## config.mk

```make
export PLATFORM = sky130hd
export DESIGN_NAME = inst_bram_loader
export DESIGN_NICKNAME = d
export VERILOG_FILES = /design/src/rtl/inst_loader_pkg.sv /design/src/rtl/inst_part_mux.sv /design/src/rtl/inst_bram_loader.sv
export SDC_FILE = /design/constraint.sdc
export NUM_CORES = 1
export LEC_CHECK = 0
export BUFFER_PORTS_ARGS = -buffer_cell sky130_fd_sc_hd__buf_2
export CAP_MARGIN = 10
export CORE_MARGIN = 1
export CORE_UTILIZATION = 47
export DETAILED_ROUTE_END_ITERATION = 10
export PLACE_DENSITY = 0.76
export SETUP_SLACK_MARGIN = 0.2
export SYNTH_ARGS = -nofsm -noshare
export SYNTH_HDL_FRONTEND = slang
export SYNTH_SLANG_ARGS = --single-unit
```

## constraint.sdc

```tcl
create_clock -name CLK_100 -period 2.7 [get_ports CLK_100]
set_clock_uncertainty 0.1 [all_clocks]
set_input_delay 0.135 -clock CLK_100 [delete_from_list [all_inputs] [get_ports CLK_100]]
set_output_delay 0.135 -clock CLK_100 [all_outputs]
set_load 0.05 [all_outputs]
```

## src/rtl/inst_loader_pkg.sv

```systemverilog
// Shared types and helpers for the instruction-memory BRAM loader.
package inst_loader_pkg;

  localparam int unsigned PARTS  = 3;
  localparam int unsigned WORD_W = 32;

  typedef enum logic [3:0] {
    IDLE,
    LD_P0,
    LD_P1,
    LD_P2,
    LD_WR,
    RD_REQ,
    RD_CAP,
    RD_P0,
    RD_P1,
    RD_P2,
    DONE
  } state_e;

  // Low (ctrl_width-64) bits set: the meaningful bits of instruction part 2.
  function automatic logic [WORD_W-1:0] part2_mask(input int unsigned ctrl_width);
    logic [63:0] ones;
    ones = (64'd1 << (ctrl_width - 64)) - 64'd1;
    return ones[WORD_W-1:0];
  endfunction

endpackage

```

## src/rtl/inst_part_mux.sv

```systemverilog
// Selects one 32-bit part of a packed three-part instruction.
module inst_part_mux
  import inst_loader_pkg::*;
(
  input  logic [PARTS*WORD_W-1:0] parts,
  input  logic [1:0]              sel,
  output logic [WORD_W-1:0]       word_c
);

  always_comb begin
    word_c = '0;
    case (sel)
      2'd0:    word_c = parts[0 +: WORD_W];
      2'd1:    word_c = parts[WORD_W +: WORD_W];
      2'd2:    word_c = parts[2*WORD_W +: WORD_W];
      default: word_c = '0;
    endcase
  end

endmodule

```

## src/rtl/inst_bram_loader.sv

```systemverilog
// Packs a 32-bit word stream into instructions written to the instruction BRAM,
// and streams instructions back out of it in readback mode.
module inst_bram_loader
  import inst_loader_pkg::*;
#(
  parameter int unsigned ADDR_WIDTH = 12,
  parameter int unsigned CTRL_WIDTH = 72
) (
  input  logic                CLK_100,
  input  logic                RST_IN,
  input  logic                start,
  input  logic                mode,
  input  logic [ADDR_WIDTH:0] word_count,
  input  logic [WORD_W-1:0]   s_data,
  input  logic                s_valid,
  output logic                s_ready,
  output logic [WORD_W-1:0]   m_data,
  output logic                m_valid,
  input  logic                m_ready,
  output logic                busy,
  output logic                done,
  output logic [31:0]         bram_ZYNQ_INST_addr,
  output logic                bram_ZYNQ_INST_en,
  output logic                bram_ZYNQ_INST_we,
  output logic [WORD_W-1:0]   bram_ZYNQ_INST_din_part_0,
  output logic [WORD_W-1:0]   bram_ZYNQ_INST_din_part_1,
  output logic [WORD_W-1:0]   bram_ZYNQ_INST_din_part_2,
  input  logic [WORD_W-1:0]   bram_ZYNQ_INST_dout_part_0,
  input  logic [WORD_W-1:0]   bram_ZYNQ_INST_dout_part_1,
  input  logic [WORD_W-1:0]   bram_ZYNQ_INST_dout_part_2
);

  localparam int unsigned       CNT_W   = ADDR_WIDTH + 1;
  localparam logic [WORD_W-1:0] P2_MASK = part2_mask(CTRL_WIDTH);

  state_e                  state;
  logic [CNT_W-1:0]        index;
  logic [CNT_W-1:0]        count;
  logic [CNT_W-1:0]        idx_inc;
  logic                    last;
  logic [ADDR_WIDTH-1:0]   addr;
  logic [PARTS*WORD_W-1:0] rd_buf;
  logic [1:0]              part_sel;
  logic [WORD_W-1:0]       mux_word;

  assign idx_inc             = index + CNT_W'(1);
  assign last                = (idx_inc == count);
  assign bram_ZYNQ_INST_addr = 32'(addr);

  inst_part_mux u_part_mux (
    .parts  (rd_buf),
    .sel    (part_sel),
    .word_c (mux_word)
  );

  // Transfer FSM, index counter and all registered outputs.
  always_ff @(posedge CLK_100) begin
    if (RST_IN) begin
      state                     <= IDLE;
      index                     <= '0;
      count                     <= '0;
      addr                      <= '0;
      rd_buf                    <= '0;
      part_sel                  <= '0;
      s_ready                   <= 1'b0;
      m_valid                   <= 1'b0;
      m_data                    <= '0;
      busy                      <= 1'b0;
      done                      <= 1'b0;
      bram_ZYNQ_INST_en         <= 1'b0;
      bram_ZYNQ_INST_we         <= 1'b0;
      bram_ZYNQ_INST_din_part_0 <= '0;
      bram_ZYNQ_INST_din_part_1 <= '0;
      bram_ZYNQ_INST_din_part_2 <= '0;
    end else begin
      case (state)
        IDLE: begin
          if (start) begin
            count <= word_count;
            index <= '0;
            addr  <= '0;
            busy  <= 1'b1;
            if (word_count == '0) begin
              state <= DONE;
              done  <= 1'b1;
            end else if (mode) begin
              state             <= RD_REQ;
              bram_ZYNQ_INST_en <= 1'b1;
              bram_ZYNQ_INST_we <= 1'b0;
            end else begin
              state   <= LD_P0;
              s_ready <= 1'b1;
            end
          end
        end
        LD_P0: begin
          if (s_valid) begin
            bram_ZYNQ_INST_din_part_0 <= s_data;
            state                     <= LD_P1;
          end
        end
        LD_P1: begin
          if (s_valid) begin
            bram_ZYNQ_INST_din_part_1 <= s_data;
            state                     <= LD_P2;
          end
        end
        LD_P2: begin
          if (s_valid) begin
            bram_ZYNQ_INST_din_part_2 <= s_data & P2_MASK;
            s_ready                   <= 1'b0;
            bram_ZYNQ_INST_en         <= 1'b1;
            bram_ZYNQ_INST_we         <= 1'b1;
            state                     <= LD_WR;
          end
        end
        LD_WR: begin
          bram_ZYNQ_INST_en <= 1'b0;
          bram_ZYNQ_INST_we <= 1'b0;
          index             <= idx_inc;
          if (last) begin
            state <= DONE;
            done  <= 1'b1;
          end else begin
            state   <= LD_P0;
            s_ready <= 1'b1;
            addr    <= idx_inc[ADDR_WIDTH-1:0];
          end
        end
        RD_REQ: begin
          bram_ZYNQ_INST_en <= 1'b0;
          state             <= RD_CAP;
        end
        // Part 0 goes straight out; parts 1/2 come from the captured buffer.
        RD_CAP: begin
          rd_buf   <= {bram_ZYNQ_INST_dout_part_2, bram_ZYNQ_INST_dout_part_1,
                       bram_ZYNQ_INST_dout_part_0};
          m_data   <= bram_ZYNQ_INST_dout_part_0;
          m_valid  <= 1'b1;
          part_sel <= 2'd1;
          state    <= RD_P0;
        end
        RD_P0: begin
          if (m_ready) begin
            m_data   <= mux_word;
            part_sel <= part_sel + 2'd1;
            state    <= RD_P1;
          end
        end
        RD_P1: begin
          if (m_ready) begin
            m_data   <= mux_word;
            part_sel <= part_sel + 2'd1;
            state    <= RD_P2;
          end
        end
        RD_P2: begin
          if (m_ready) begin
            m_valid <= 1'b0;
            index   <= idx_inc;
            if (last) begin
              state <= DONE;
              done  <= 1'b1;
            end else begin
              state             <= RD_REQ;
              bram_ZYNQ_INST_en <= 1'b1;
              bram_ZYNQ_INST_we <= 1'b0;
              addr              <= idx_inc[ADDR_WIDTH-1:0];
            end
          end
        end
        DONE: begin
          done  <= 1'b0;
          busy  <= 1'b0;
          state <= IDLE;
        end
        default: state <= IDLE;
      endcase
    end
  end

endmodule

```

Yosys cells after proc, flatten, opt, wreduce, memory -nomap -nowiden --
Index checks and enable logic that the tools add are counted.
Storage, ports and cells: register bits 250, bits in latches 0, RAM bits 0, memory bits (read-only) 0, output and inout bits 166, memories kept 0
Cells by class: add/sub/neg operators 2, multiply operators 0, div/mod/pow operators 0, $lt $le $gt $ge 0, eq/ne operators 27, shifts and indexed selects 0, multiplexer cells 51, bitwise gates (word level) 0, reductions and logical operators 26
Operators by type and width (number):
- one-hot mux 32 bit (3 select lines) | 1
- one-hot mux 32 bit (2 select lines) | 1
- 2-to-1 mux 4 bit | 10
- one-hot mux 4 bit (10 select lines) | 1
- one-hot mux 13 bit (3 select lines) | 1
- 2-to-1 mux 12 bit | 3
- one-hot mux 12 bit (3 select lines) | 1
- 2-to-1 mux 32 bit | 1
- 2-to-1 mux 13 bit | 2
- inequality test 2 bit (second input constant) | 13
- 2-to-1 mux 1 bit | 21
- AND reduction 7 bit | 3
- equality test 4 x 3 -> 1 bit (second input constant) | 4
- AND reduction 2 bit | 7
- adder 13 x 1 -> 13 bit (second input constant) | 1
- equality test 13 bit | 1
- logical NOT 13 bit | 1
- equality test 4 bit (second input constant) | 3
- one-hot mux 1 bit (4 select lines) | 3
- nonzero test 4 bit | 3
- equality test 4 x 2 -> 1 bit (second input constant) | 2
- AND reduction 6 bit | 1
- nonzero test 2 bit | 3
- nonzero test 3 bit | 2
- 15 further kinds | 17

Longest topological paths before layout --
Gate-level depths: netlist of the first run.
word-level depth 5, mapped depth 12

Hierarchy --
Synthesis of the first run repeated with hierarchy kept, for this count alone.
Unflattened totals: cells, all modules 1361, area total of the unflattened synthesis 11021.8 um^2
By module, submodules not included:
- inst_bram_loader | instances 1, cells an instance 1284, area an instance 10234.8 um^2, sequential area each 5004.8 um^2
- inst_part_mux | instances 1, cells an instance 77, area an instance 787.0 um^2, sequential area each 0.0 um^2

Worst setup path after synthesis of the first run --
No wires, ideal clock.
kind reg-to-reg, start register index[0], end register addr[4], library setup time 0.128 ns, arrival 2.444 ns, data required time 2.472 ns, path slack 0.028 ns, stages on the path, launching flop included 12, path buffers 2, period minus slack after synthesis 2.672 ns, cells stage by stage dfxtp_1 ha_1 nand3_2 nor3_1 xnor2_1 o22a_1 nand4b_1 or3_1 buf_6 buf_6 a32oi_1 nor2_1
On the way: cells in the longest elaborated chain, start to end 5
Ends and longest elaborated chain:
- from (decl) | line inst_bram_loader.sv:37 | logic [CNT_W-1:0] index;
- from (signal assigned) | line inst_bram_loader.sv:120 | index <= idx_inc;
- from (signal assigned) | line inst_bram_loader.sv:160 | index <= idx_inc;
- adder 13 x 1 -> 13 bit * | line inst_bram_loader.sv:46 | assign idx_inc = index + CNT_W'(1);
- equality test 13 bit | line inst_bram_loader.sv:47 | assign last = (idx_inc == count);
- 2-to-1 mux 12 bit * | line inst_bram_loader.sv:121, inst_bram_loader.sv:161
- 2-to-1 mux 12 bit | line inst_bram_loader.sv:158 | if (m_ready) begin
- one-hot mux 12 bit (3 select lines) * | line inst_bram_loader.sv:76 | case (state)
- to (signal assigned) | line inst_bram_loader.sv:127 | addr <= idx_inc[ADDR_WIDTH-1:0];
- to (signal assigned) | line inst_bram_loader.sv:168 | addr <= idx_inc[ADDR_WIDTH-1:0];
- to (decl) | line inst_bram_loader.sv:41 | logic [ADDR_WIDTH-1:0] addr;
Mark *: on every way between the ends. The rest lies on a longest branch, timed or not. The select of a mux whose other input is x is not followed. A chain may end at the register's enable or synchronous reset.

Final worst setup path of the first run --
start register index[0], end register done
On the way: cells in the longest elaborated chain, start to end 5
Ends and longest elaborated chain:
- adder 13 x 1 -> 13 bit * | line inst_bram_loader.sv:46
- equality test 13 bit * | line inst_bram_loader.sv:47
- 2-to-1 mux 1 bit *
- 2-to-1 mux 1 bit
- one-hot mux 1 bit (4 select lines) *
- to (signal assigned) | line inst_bram_loader.sv:69 | done <= 1'b0;
- to (signal assigned) | line inst_bram_loader.sv:85 | done <= 1'b1;
- to (signal assigned) | line inst_bram_loader.sv:123 | done <= 1'b1;
- to (decl) | line inst_bram_loader.sv:21 | output logic done,
Marks and branches as above.

==> results.sh, run 1 <==
export IMPL_io_buffer_count=268
export IMPL_swShare_pct=34.0
export IMPL_start_util_pct=48.0
export IMPL_num_nets_final=1966
export IMPL_clkPwrFrac_pct=35.2
export IMPL_syn_inst=1417
export IMPL_place_gp_congestion=1.00
export IMPL_syn_avg_cell_area_um2=7.67
export IMPL_cp_start_kind="flip-flop"
export IMPL_critPathMaxFanout=5
export IMPL_maxCapViolations=0
export IMPL_dieWidth_um=154
export IMPL_layout_drive_gt1_share_pct=23.5
export IMPL_drc=0
export IMPL_synth_edf_count=0
export IMPL_htreeDepth=1
export IMPL_grt_max_degree=99
export IMPL_critical_path_class="flip-flop to flip-flop"
export IMPL_place_hpwl_mm=22.0
export IMPL_vias=11900
export IMPL_grt_pass1_wl_mm=59.3
export IMPL_power_frac_seq_pct=38.0
export IMPL_nFillCells=1731
export IMPL_die_h_um=154
export IMPL_yosys_cell_types_count=67
export IMPL_grt_total_usage_pct=30.4
export IMPL_grt_pass1_vias=11600
export IMPL_cts_made_buffers=28
export IMPL_slew_violations=0
export IMPL_finalCritPeriodShare_pct=92.9
export IMPL_p_switching_mw=3.75
export IMPL_synth_seq_area_share_pct=46.0
export IMPL_ctsLongestPathBuffers=3
export IMPL_internal_power_mw=7.26
export IMPL_cp_end_kind="flip-flop"
export IMPL_synth_ff_type="dfxtp_1"
export IMPL_combPwrFrac_pct=26.9
export IMPL_root_buffer="clkbuf_16"
export IMPL_relSlewSlack_pct=51.7
export IMPL_gr_total_overflow=0
export IMPL_fmax_mhz=398
export IMPL_ys_seq_elements=250
export IMPL_status="finished, final reports clean"
export IMPL_syn2layout_area_growth_pct=39.2
export IMPL_final_common_cell="nand2_1"
export IMPL_viasPerCell=5.63
export IMPL_multiInputGateArea_um2=5320
export IMPL_drt_pass1_iter_count=9
export IMPL_path_clk_slew_ps=60
export IMPL_die_area_um2=23700
export IMPL_fin_setup_tns_ps=0
export IMPL_core_um2=22600
export IMPL_worstPathArrival_ps=2870
export IMPL_hold_viol=0
export IMPL_syn_cell_area_um2=10900
export IMPL_yosys_warnings=0
export IMPL_required_ps=3060
export IMPL_p_leak_nw=6.16
export IMPL_rsz0062_at_grt="true"
export IMPL_antenna_found_initial=2
export IMPL_regArea_um2=5020
export IMPL_io_pins=313
export IMPL_hold_slack_ps=95.4
export IMPL_postRouteAntennaNets=0
export IMPL_power_density_nw_per_um2=727
export IMPL_hold_path_class="input port to flip-flop"
export IMPL_clkLatencyLatePin_ps=540
export IMPL_drtIter0Drc=1233
export IMPL_routed_wl_mm=37.3
export IMPL_tightest_slew_ps=725
export IMPL_final_cell_mix="nand2_1 (389), buf_2 (267), dfxtp_1 (240)"
export IMPL_cts_sinks=250
export IMPL_async_reset_ff_share_pct=0
export IMPL_vdd_drop_max_v=0.000615
export IMPL_rows=55
export IMPL_cts_tree="built"
export IMPL_wl_per_cell_um=17.6
export IMPL_fin_crit_ps=2510
export IMPL_setup_viol=0
cells in the mapped netlist (all sizes together), types with 3 or more instances:
cell | count | area (um^2)
nand2 | 390 | 1470
or2 | 7 | 43.8
nand3b | 7 | 52.6
xnor2 | 10 | 87.6
nand4 | 8 | 71.3
a211oi | 6 | 50.1
a21oi | 208 | 1040
dfxtp | 250 | 5000
o31ai | 4 | 35.0
a221oi | 3 | 32.5
inv | 10 | 37.5
a222oi | 32 | 320
nor2 | 119 | 447
a22oi | 5 | 37.5
o22ai | 35 | 219
nor2b | 8 | 50.1
o21ai | 58 | 290
xor2 | 5 | 43.8
a32oi | 9 | 78.8
nand3 | 13 | 70.1
nand2b | 6 | 37.5
buf | 61 | 444
ha | 5 | 62.6
nor4 | 6 | 52.6
or3 | 8 | 50.1
nor3 | 15 | 91.3
clkbuf | 97 | 364
state kept, by name, summed over array words and instances, names as in the netlist:
| register | flops |
|---|---|
| index | 13 |
| part_sel | 2 |
| m_valid | 1 |
| s_ready | 1 |
| rd_buf | 96 |
| bram_ZYNQ_INST_din_part_2 | 8 |
| done | 1 |
| m_data | 32 |
| bram_ZYNQ_INST_en | 1 |
| count | 13 |
| bram_ZYNQ_INST_din_part_0 | 32 |
| bram_ZYNQ_INST_din_part_1 | 32 |
| busy | 1 |
| state | 4 |
| bram_ZYNQ_INST_we | 1 |
| addr | 12 |
final cells by class:
type                    instances  share of cell area [%]
diodes                          2                  0.0331
well taps                     285                    2.36
inverters                      10                   0.248
repair buffers                482                    22.8
flip-flops and latches        250                    33.2
multi-input cells            1042                    35.2
clock inverters                 7                   0.612
clock buffers                  43                    5.61
critical path: stages (launching register included):
cell and delay (ps):
dfxtp_4 360, buf_6 110, nand4_4 110, buf_6 150, or3_4 330, xor2_2 160, mux2i_1 130, nand4b_1 120
or3_4 380, buf_6 150, o22a_1 160, a211oi_2 170
metal layers:
layer	up-vias	wire, um	track usage [%]
met2	706	17800	50.7
met1	5554	14600	37.2
met5	-	0	0
li1	5547	-	-
met4	0	1590	15.0
met3	140	3350	6.09
power by group through the flow:
stage	clock, mW	combinational [mW]	sequential [mW]
after floorplan	0	1.41	4.74
after global placement	0	2.65	4.23
after detailed placement	0	2.66	4.23
after CTS	3.90	2.86	4.16
after global routing	4.05	3.17	4.21
final	3.87	2.96	4.18
repair_timing:
action	4_1_cts	5_1_grt
pin swaps	5	6
hold endpoints to repair	223	0
hold buffers	145	0
endpoints found under the setup margin	20	58
gates resized for setup	21	21
setup buffers	3	3
final timing paths:
check | slack, ps | cells past startpoint | from | end
hold / removal | 100 | 5 | mode | bram_ZYNQ_INST_we
setup / recovery | 190 | 11 | index[0] | done
setup reg to reg | 190 | 11 | index[0] | done
hold reg to reg | 340 | 2 | s_ready | s_ready
stage by stage:
stage	instance area [um^2]	setup WS (ps)	power (mW)	utilization, %	std cells
6_report	15100	190	11.0	66.8	2121
5_1_grt	15100	57.7	11.4	66.8	2121
4_1_cts	15000	199	10.9	66.4	2116
3_5_place_dp	12500	39.4	6.90	55.3	1918
3_3_place_gp	12500	36.8	6.87	55.3	1918
2_1_floorplan	11000	201	6.15	-	1460
cell families (layout without fill, tap and decap cells):
logic type,Yosys count,count (layout),share of synthesized area (%)
buffers and inverters,168,542,7.78
AOI/OAI and AO/OA,373,373,20.4
DFF,250,250,46.0
other,1,46,0.0345
muxes,3,3,0.288
xor gates and xnor gates,16,16,1.42
adders and majority gates,5,5,0.576
and+or+nand+nor,601,601,23.4
No activity file was read; power rests on OpenSTA's default activity.
==> inputs of run 2 (changes only) <==
--- a/config.mk
+++ b/config.mk
@@ -7,10 +7,11 @@
 export LEC_CHECK = 0
 export BUFFER_PORTS_ARGS = -buffer_cell sky130_fd_sc_hd__buf_2
 export CAP_MARGIN = 10
+export CORE_ASPECT_RATIO = 0.8
 export CORE_MARGIN = 1
 export CORE_UTILIZATION = 47
 export DETAILED_ROUTE_END_ITERATION = 10
-export PLACE_DENSITY = 0.76
+export PLACE_DENSITY = 0.83
 export SETUP_SLACK_MARGIN = 0.2
 export SYNTH_ARGS = -nofsm -noshare
 export SYNTH_HDL_FRONTEND = slang
==> results.sh, run 2 (synthesis gave the netlist of run 1 again) <==
export IMPL_place_gp_congestion=0.926
export IMPL_root_buffer="clkbuf_16"
export IMPL_cts_tree="built"
export IMPL_start_util_pct=48.2
export IMPL_grt_pass1_vias=11400
export IMPL_worstPathArrival_ps=2860
export IMPL_status="finished, final reports clean"
export IMPL_cpPeakStageDelay_ps=410
export IMPL_rows=49
export IMPL_io_buffer_count=268
export IMPL_cpLargestDelayFamily="simple AND/OR/NAND/NOR gates"
export IMPL_power_density_nw_per_um2=734
export IMPL_dieWidth_um=172
export IMPL_fin_setup_tns_ps=0
export IMPL_largest_register="rd_buf"
export IMPL_finalCritPeriodShare_pct=94.7
export IMPL_drc=0
export IMPL_gr_total_overflow=0
export IMPL_routed_wl_mm=38.1
export IMPL_htreeDepth=1
export IMPL_ctsLongestPathBuffers=3
export IMPL_final_cell_mix="nand2_1 (387), buf_2 (267), dfxtp_1 (241)"
export IMPL_grt_max_degree=99
export IMPL_clkLatencyLatePin_ps=530
export IMPL_reg2reg_from="index[1]"
export IMPL_place_hpwl_mm=22.3
export IMPL_critical_path_class="flip-flop to flip-flop"
export IMPL_tightest_slew_ps=1070
export IMPL_p_leak_nw=6.12
export IMPL_grt_pass1_wl_mm=58.8
export IMPL_die_area_um2=23700
export IMPL_rsz0062_at_grt="true"
export IMPL_fin_crit_ps=2560
export IMPL_cp_cell_sequence="buf_4 -> and4_4 -> nand2_4 -> and2_4 -> a2111oi_4 -> nand4_1 -> or3_4 -> buf_6 -> a221oi_2 -> nor2_1"
export IMPL_crit_buf_inv=2
export IMPL_postRouteAntennaNets=0
export IMPL_total_power_mw=11.1
export IMPL_grt_total_usage_pct=30.5
export IMPL_vdd_drop_max_v=0.000577
export IMPL_hold_path_class="input port to flip-flop"
export IMPL_path_clk_slew_ps=60
export IMPL_drt_pass1_iter_count=7
export IMPL_viasPerCell=5.61
export IMPL_critPathMaxFanout=6
export IMPL_die_h_um=138
export IMPL_io_pins=313
export IMPL_drtIter0Drc=1660
export IMPL_relSlewSlack_pct=28.4
export IMPL_layout_drive_gt1_share_pct=23.6
export IMPL_fmax_mhz=391
export IMPL_setup_viol=0
export IMPL_syn2layout_area_growth_pct=39.0
export IMPL_vias=11900
export IMPL_largest_reg_flops=96
export IMPL_hp_start="mode"
export IMPL_core_um2=22600
export IMPL_slew_violations=0
export IMPL_slowest_stage="or3_4"
export IMPL_maxCapViolations=0
export IMPL_cts_sinks=250
export IMPL_final_common_cell="nand2_1"
export IMPL_required_ps=3010
export IMPL_cp_end_kind="flip-flop"
export IMPL_num_nets_final=1954
export IMPL_hold_slack_ps=139
export IMPL_antenna_found_initial=2
export IMPL_worstSetupStartpoint="index[1]"
export IMPL_hold_viol=0
export IMPL_final_util_pct=67.0
export IMPL_wl_per_cell_um=17.9
export IMPL_cp_start_kind="flip-flop"
export IMPL_cts_made_buffers=27
run 2: cell types whose count changed in the layout (fill, tap and decap cells not counted), sizes merged:
cell and delta:
dlygate4sd3 -1, buf -10, clkbuf -8, clkinv +2, bufinv +2
run 2: metal layers:
metal / GRT usage (%) / routed length, um / vias up
met2: 49.5 / 17400 / 753
met3: 8.42 / 4070 / 117
met4: 11.6 / 1370 / 0
met5: 0 / 0 / -
met1: 38.4 / 15200 / 5543
li1: - / - / 5522
run 2: final cells by class:
| class | instances | area (um^2) |
|---|---|---|
| clock inverters | 11 | 170 |
| repair buffers | 471 | 3330 |
| flip-flops and latches | 250 | 5020 |
| inverters | 10 | 37.5 |
| well taps | 306 | 383 |
| fillers | 1695 | 7460 |
| diodes | 2 | 5.00 |
| clock buffers | 35 | 756 |
| multi-input cells | 1042 | 5410 |
run 2: report_power, final:
| group | internal [mW] | switching, mW |
|---|---|---|
| clock network | 2.35 | 1.53 |
| registers | 3.96 | 0.233 |
| logic | 0.986 | 2.02 |
| total | 7.29 | 3.79 |
run 2: path summary, 6_finish.rpt:
check	slack, ps	cells past startpoint	end
max	140	10	state[0]
min	140	5	bram_ZYNQ_INST_we
max reg2reg	140	10	state[0]
min reg2reg	340	2	s_ready
run 2: worst min-delay path: cells and delay by family:
kind / cells / cell delay [ps]
compound gates: 3 / 410
buf+inv: 1 / 120
simple gates: 1 / 60
run 2: what timing repair did:
| item | CTS | global route |
|---|---|---|
| resized for setup | 27 | 28 |
| hold buffers | 144 | 0 |
| endpoints found under the hold margin | 233 | 0 |
| buffers inserted | 4 | 3 |
| cloned | 0 | 1 |
| endpoints found under the setup margin | 20 | 59 |
| pin swaps | 6 | 5 |
run 2: per-stage QoR:
step,setup WS (ps),instance area [um^2],instances
floorplan,201,11000,1460
global placement,19.7,12400,1927
detailed placement,-25.1,12400,1927
CTS,174,15000,2121
global route,50.5,15100,2127
finish,143,15100,2127
==> inputs of run 3 (changes only) <==
--- a/config.mk
+++ b/config.mk
@@ -10,6 +10,7 @@
 export CORE_ASPECT_RATIO = 0.8
 export CORE_MARGIN = 1
 export CORE_UTILIZATION = 47
+export CTS_CLUSTER_DIAMETER = 60
 export DETAILED_ROUTE_END_ITERATION = 10
 export PLACE_DENSITY = 0.83
 export SETUP_SLACK_MARGIN = 0.2
==> constraint.sdc (replaced) <==
create_clock -name CLK_100 -period 2.7 [get_ports CLK_100]
set_clock_uncertainty 0.1 [all_clocks]
set_input_delay 0.54 -clock CLK_100 [delete_from_list [all_inputs] [get_ports CLK_100]]
set_output_delay 0.54 -clock CLK_100 [all_outputs]
set_load 0.05 [all_outputs]
==> results.sh, run 3 (synthesis gave the netlist of run 1 again) <==
export IMPL_status="finished, final reports clean"
export IMPL_relSlewSlack_pct=52.0
export IMPL_drt_pass1_iter_count=7
export IMPL_antenna_found_initial=2
export IMPL_fmax_mhz=388
export IMPL_slowest_stage="or3_4"
export IMPL_cp_end_kind="flip-flop"
export IMPL_hold_path_class="input port to flip-flop"
export IMPL_clkLatencyLatePin_ps=530
export IMPL_rr_worst_depth=11
export IMPL_final_cell_area_um2=13900
export IMPL_cpPeakStageDelay_ps=440
export IMPL_critPathMaxFanout=6
export IMPL_cts_sinks=250
export IMPL_cts_tree="built"
export IMPL_worstPathArrival_ps=2880
export IMPL_drtIter0Drc=1079
export IMPL_slew_violations=0
export IMPL_crit_buf_inv=2
export IMPL_core_um2=22600
export IMPL_place_gp_congestion=0.882
export IMPL_htreeDepth=1
export IMPL_maxCapViolations=0
export IMPL_required_ps=3000
export IMPL_grt_pass1_vias=10100
export IMPL_hp_start="bram_ZYNQ_INST_dout_part_2[22]"
export IMPL_antenna_cells=0
export IMPL_num_nets_final=1828
export IMPL_rows=49
export IMPL_cp_cell_sequence="ha_4 -> nand3_2 -> buf_6 -> xnor2_4 -> mux2_2 -> a21oi_2 -> nand4b_1 -> or3_4 -> buf_8 -> a32oi_1 -> nor2_1"
export IMPL_fin_crit_ps=2580
export IMPL_start_util_pct=48.2
export IMPL_cts_hold_buf=0
export IMPL_ctsLongestPathBuffers=3
export IMPL_setup_viol=0
export IMPL_power_density_nw_per_um2=788
export IMPL_dp_slack_ps=86.7
export IMPL_routed_wl_mm=33.3
export IMPL_grt_total_usage_pct=26.4
export IMPL_path_clk_slew_ps=60
export IMPL_dieWidth_um=172
export IMPL_r2r_slack_ps=120
export IMPL_postRouteAntennaNets=0
export IMPL_io_pins=313
export IMPL_worstSetupStartpoint="index[1]"
export IMPL_largest_reg_flops=96
export IMPL_cp_start_kind="flip-flop"
export IMPL_min_to="rd_buf[86]"
export IMPL_io_buffer_count=268
export IMPL_place_hpwl_mm=22.3
export IMPL_syn2layout_area_growth_pct=27.8
export IMPL_finalCritPeriodShare_pct=95.5
export IMPL_final_common_cell="nand2_1"
export IMPL_root_buffer="clkbuf_16"
export IMPL_viasPerCell=5.52
export IMPL_layout_drive_gt1_share_pct=27.0
export IMPL_r2r_end="addr[5]"
export IMPL_vias=11000
export IMPL_layout_setup_ws_ps=121
export IMPL_min_path_cells=3
export IMPL_critical_path_class="flip-flop to flip-flop"
export IMPL_gr_total_overflow=0
export IMPL_die_area_um2=23700
export IMPL_vdd_drop_max_v=0.000633
export IMPL_final_cell_mix="nand2_1 (387), buf_2 (267), dfxtp_1 (240)"
export IMPL_p_leak_nw=5.64
export IMPL_cpLargestDelayFamily="simple AND/OR/NAND/NOR gates"
export IMPL_place_area_um2=12500
export IMPL_grt_pass1_wl_mm=51.3
export IMPL_drc=0
export IMPL_tightest_slew_ps=718
export IMPL_largest_register="rd_buf"
export IMPL_hold_slack_ps=149
export IMPL_grt_max_degree=99
export IMPL_reg2reg_from="index[1]"
export IMPL_die_h_um=138
export IMPL_cts_made_buffers=26
export IMPL_fin_setup_tns_ps=0
export IMPL_final_util_pct=61.6
export IMPL_rsz0062_at_grt="true"
export IMPL_wl_per_cell_um=16.7
export IMPL_hold_viol=0
## run 3: cell count changes in the layout (fill, tap and decap cells not counted), sizes merged
cell         before  now
buf             327  345
clkinvlp          3    0
diode             2    0
dlygate4sd3     144    0
## run 3: area by class of cell
class                   count  area, um^2
inverters                  10        37.5
well taps                 306         383
fillers                  1981        8670
repair buffers            346        2050
clock buffers              34         762
clock inverters             8         151
multi-input cells        1042        5490
flip-flops and latches    250        5020
## run 3: worst max-delay path by stage
stage	slack (ps)	end	depth (start not counted)
after floorplan	200	addr[4]	11
after global placement	110	done	11
after detailed placement	90	done	11
after CTS	190	addr[5]	11
after global routing	30	addr[6]	11
final	120	addr[5]	11
## run 3: report_power, final
group,total [mW],internal [mW],switching (mW),leakage [nW]
combinational,2.94,0.932,2.01,3.16
clock,3.83,2.35,1.48,0.452
sequential,4.18,3.96,0.216,2.02
total,10.9,7.24,3.70,5.64
## run 3: timing repair
item / CTS / global route
setup buffers: 5 / 6
gates resized for setup: 30 / 40
setup endpoints to repair: 18 / 53
pin swaps: 11 / 20
cloned: 0 / 2
## run 3: per-layer routing
metal | GRT usage [%] | wire [um] | vias to the layer above
met3 | 6.33 | 3280 | 65
met2 | 42.4 | 15200 | 552
li1 | - | - | 5261
met5 | 0 | 22 | -
met1 | 35.1 | 13900 | 5140
met4 | 7.55 | 923 | 4
## run 3: metrics by stage
| stage | power, mW | std cells |
|---|---|---|
| after detailed placement | 6.95 | 1941 |
| after global routing | 11.4 | 1996 |
| after global placement | 6.91 | 1941 |
| after floorplan | 6.15 | 1460 |
| final | 10.9 | 1996 |
| after CTS | 10.8 | 1988 |
## run 3: worst min-delay path, cell delays in order
cell	delay [ps]
buf_2	90
nand2_1	40
a21oi_1	50
